[src/rtl/demux32x4_reg.sv]
// demux32x4_reg: registered 1-to-4 distributor for 32-bit words.
// Each channel has a one-entry holding register with its own valid/ready handshake.
module demux32x4_reg (
  input  logic        clk,
  input  logic        rst,
  input  logic [31:0] X,
  input  logic [1:0]  S,
  input  logic        AUTO,
  input  logic        in_valid,
  output logic        in_ready,
  output logic [31:0] Y3,
  output logic [31:0] Y2,
  output logic [31:0] Y1,
  output logic [31:0] Y0,
  output logic [3:0]  out_valid,
  input  logic [3:0]  out_ready,
  output logic [1:0]  ptr
);

  logic [1:0]  tgt;
  logic [3:0]  tgt_oh;
  logic        acc;
  logic [31:0] y_q [4];
  logic [31:0] y_d [4];
  logic [3:0]  vld_q;
  logic [3:0]  vld_d;
  logic [1:0]  ptr_q;
  logic [1:0]  ptr_d;

  // Pick the target channel and decide whether the word is taken now.
  always_comb begin
    tgt      = AUTO ? ptr_q : S;
    tgt_oh   = 4'b0001 << tgt;
    in_ready = ~vld_q[tgt] | out_ready[tgt];
    acc      = in_valid & in_ready;
  end

  // Per-channel load/drain; a load wins over a same-cycle drain.
  always_comb begin
    vld_d = vld_q;
    y_d   = y_q;
    for (int k = 0; k < 4; k++) begin
      if (acc && tgt_oh[k]) begin
        vld_d[k] = 1'b1;
        y_d[k]   = X;
      end else if (vld_q[k] && out_ready[k]) begin
        vld_d[k] = 1'b0;
      end
    end
  end

  // Round-robin pointer advances only on a round-robin accept.
  always_comb begin
    ptr_d = ptr_q;
    if (acc && AUTO)
      ptr_d = ptr_q + 2'd1;
  end

  // State registers; reset drops every held word.
  always_ff @(posedge clk or posedge rst) begin
    if (rst) begin
      vld_q <= 4'b0000;
      ptr_q <= 2'b00;
      for (int k = 0; k < 4; k++)
        y_q[k] <= 32'h0;
    end else begin
      vld_q <= vld_d;
      ptr_q <= ptr_d;
      for (int k = 0; k < 4; k++)
        y_q[k] <= y_d[k];
    end
  end

  assign Y0        = y_q[0];
  assign Y1        = y_q[1];
  assign Y2        = y_q[2];
  assign Y3        = y_q[3];
  assign out_valid = vld_q;
  assign ptr       = ptr_q;

endmodule

[config.mk]
export PLATFORM = sky130hd
export DESIGN_NAME = demux32x4_reg
export DESIGN_NICKNAME = d
export VERILOG_FILES = /design/src/rtl/demux32x4_reg.sv
export SDC_FILE = /design/constraint.sdc
export NUM_CORES = 1
export LEC_CHECK = 0
export ABC_AREA = 1
export CAP_MARGIN = 20
export CORE_UTILIZATION = 25
export DETAILED_ROUTE_END_ITERATION = 10
export HOLD_SLACK_MARGIN = 0.1
export PLACE_DENSITY = 0.52
export SYNTH_ARGS = -nofsm -noshare
export SYNTH_HDL_FRONTEND = slang
export SYNTH_SLANG_ARGS = --single-unit
[constraint.sdc]
create_clock -name clk -period 8.4 [get_ports clk]
set_input_delay 0.84 -clock clk [delete_from_list [all_inputs] [get_ports clk]]
set_output_delay 0.84 -clock clk [all_outputs]
set_load 0.02 [all_outputs]
==> metrics.md <==
| Metric | Value |
|---|---|
| Outcome | complete, but fails checks |
| Failing checks | DRC |
| Final core occ | a little under two fifths |
| CP Max Fanout | 76 |
| Hold_sp | Y0[19] |
| Final setup fails | 0 |
| Die area | around 23000 µm² |
| DRC Markers | 24 |
| M1 GR Usage | between 20% and 30% |
| Die H | roughly 150 µm |
| Area Overhead vs Synth | 45.8% |
| Max cap viols | 0 |
| Synth unique cells | 17 |
| Die X | 152 µm |
| Total gr overflow | 0 |
| Synth Area per Inst | 9.00 µm² |
| Met2 GRT Util | approximately 26% |
| Core Region | about 22000 µm² |
| Hold WC Path Type | register to register |
| VDD IR max | between 0.15 and 0.2 mV |
| CTS sink cnt | 134 |
| Minimum clock period | roughly 4.4 ns |
| Routability cong. | 0.733 |
| CP startpoint kind | input pin |
| Largest net degree at the start of global routing | slightly above 90 |
| Vias in the first global route | between 5000 and 6000 |
| Min Hold Slack | 0.466 ns |
| Clock Latency Late Sink | between 0.4 and 0.5 ns |
| Sequential share of the synthesized area | 59.5% |
| CTS buffer count | 17 |
| Total number of vias | about 5100 |
| Leakage | slightly below 4 nW |
| I/O pin cnt | ~180 |
| Fmax | 227 MHz |
| Share of layout cells above drive strength 1 | 6.11% |
| Cell Count, Final, Fillers Out | roughly 1100 |
| Reg clk slew, reported paths | about 0.06 ns |
| TNS Setup | 0 ns |
| Setup Skew | 0.0117 ns |
| Netlist Area Pre-Place | roughly 5600 µm² |
| Tot GR Track Use | between 15 and 20% |
| GRT Max-Usage Layer | met2 |
| Critical Path RT | 8.69 ns |
| Synth area leaders | dfrtp_1 (60%), nand2_1 (19%), nand4_1 (14%), buf_2 (1.6%), clkbuf_1 (1.3%) |
| R2r startpoint | ptr[1] |
| N_diodes | 0 |
| M3 GR Usage | a little over 5% |
| Wire per inst | between 15 and 20 µm |
| PwrDens | approximately 430 nW/µm² |
| Yosys warns | 0 |
| Initial DRC count | 350 |
| Design area | around 8000 µm² |
| H-tree depth | 4 |
| Synth Instances | roughly 630 |
| Starting density of the core | between 20% and 30% |
| Fillers | 2181 |
| First-pass GRT wire length | 30000 µm |
| Final hold vios | 0 |
| Tcrit/Tclk final | a little over half |
| Nets | between 800 and 900 |
| Vias per cell | around 4.8 |
| Initial antenna violation count | 0 |
| Post-CTS setup buffers | 0 |
| Crit Path Class | input pin to register |
| Slew Viols, Final | 0 |
| Placed cells | around 1000 |
| PortBufs | between 150 and 200 |
| Arr. time, crit path | between 4 and 5 ns |
| Area after DPL | about 7600 µm² |
| #FFs+latches synth | roughly 130 |
| 1st-pass router iterations | 8 |
| Actual slew at the worst max-slew pin | 0.990 ns |
| Unrepaired setup endpoints after global routing | false |
| Post-CTS Hold Buffers | 0 |
| Yosys top cell area share | 59.5% |
| Worst hold path cell count | 2 |
| Worst reg-to-reg path cell count | 10 |
| Cell taking the most area after synthesis | dfrtp_1 |
| CTS tree | yes |
| Critical Path Sink Type | register |
| Origin of the worst setup path | AUTO |
| DP HPWL | between 10000 and 15000 µm |
| Quantity of gates resized following cts | 0 |
| Clock root buffer | clkbuf_16 |
| Rows | between 50 and 60 |
| WL final | between 15000 and 20000 µm |
| ANT nets after route | 0 |
| Slew headroom | 34.0% |
| Clock Tree Buf Depth | 2 |
| Syn Nets | between 600 and 700 |
[through the flow]
step,power [mW],worst slack (ns)
6_report,3.53,4.00
5_1_grt,3.74,3.64
3_5_place_dp,2.71,3.48
4_1_cts,3.58,3.95
3_3_place_gp,2.70,3.60
2_1_floorplan,1.90,3.98
[routing by layer]
metal / wire length [µm] / vias up
met5: 0 / -
met4: 213 / 0
met3: 1350 / 12
met2: 8750 / 175
met1: 8500 / 2482
li1: - / 2414
[Yosys cell counts]
| library cell | instances |
|---|---|
| buf_2 | 18 |
| nand4_1 | 130 |
| clkbuf_1 | 19 |
| inv_2 | 1 |
| nand3_2 | 4 |
| xor2_1 | 1 |
| buf_1 | 7 |
| o21ai_0 | 4 |
| nand3_1 | 4 |
| nand2_4 | 1 |
| o21ai_1 | 2 |
| dfrtp_1 | 134 |
| inv_1 | 11 |
| buf_4 | 9 |
| nor2_1 | 2 |
| nand2_1 | 278 |
| nand2_2 | 1 |
[final timing paths]
kind                               end  slack (ns)
worst max-delay path            Y1[11]        4.00
worst min-delay path            Y0[19]        0.47
worst max register to register  Y1[11]        4.61
worst min register to register  Y0[19]        0.47
max in group asynchronous       Y2[31]        6.21
min in group asynchronous       Y1[27]        0.92
[flip-flops by register name, summed over array words and instances, names as in the netlist]
register / flops
Y0: 32
Y1: 32
Y2: 32
Y3: 32
out_valid: 4
ptr: 2
[power breakdown]
group	leakage (nW)	switching (mW)	internal, mW	total, mW
Sequential	1.67	0.192	0.950	1.14
Combinational	1.93	0.875	0.671	1.55
Clock	0.319	0.292	0.551	0.843
Total	3.92	1.36	2.17	3.53
[worst max-delay path, cell delays in order]
cell and delay, ns:
clkdlybuf4s50_1 0.51, o21ai_1 0.41, inv_1 0.19, nand2_1 0.10
nand2_1 0.09, nand2_4 0.49, buf_4 0.70, nand3_2 0.90
nand2_1 0.27, nand2_1 0.07
[layout make-up]
type	instances	area (µm²)	area share [%]
tap	280	350	4.26
sequential	134	3350	40.8
inverter	12	50.0	0.609
multi-input combinational	427	2000	24.3
clock buffer	20	467	5.68
clock inverter	11	196	2.39
timing repair buffer	182	1800	22.0
[placed cells by master (no fill, tap or decap), drive strengths merged]
cell	n
nand2	280
clkdlybuf4s50	175
dfrtp	134
nand4	130
clkbuf	20
inv	13
nand3	8
buf	7
o21ai	6
bufinv	5
clkinv	3
nor2	2
clkinvlp	2
xor2	1
[logic make-up after synthesis]
| family | count (synthesis) | synth area share (%) |
|---|---|---|
| AOI/OAI and AO/OA | 6 | 0.533 |
| xor gates and xnor gates | 1 | 0.155 |
| buffers and inverters | 65 | 5.33 |
| DFF | 134 | 59.5 |
| and+or+nand+nor | 420 | 34.5 |
(Power assumes the default switching activity.)
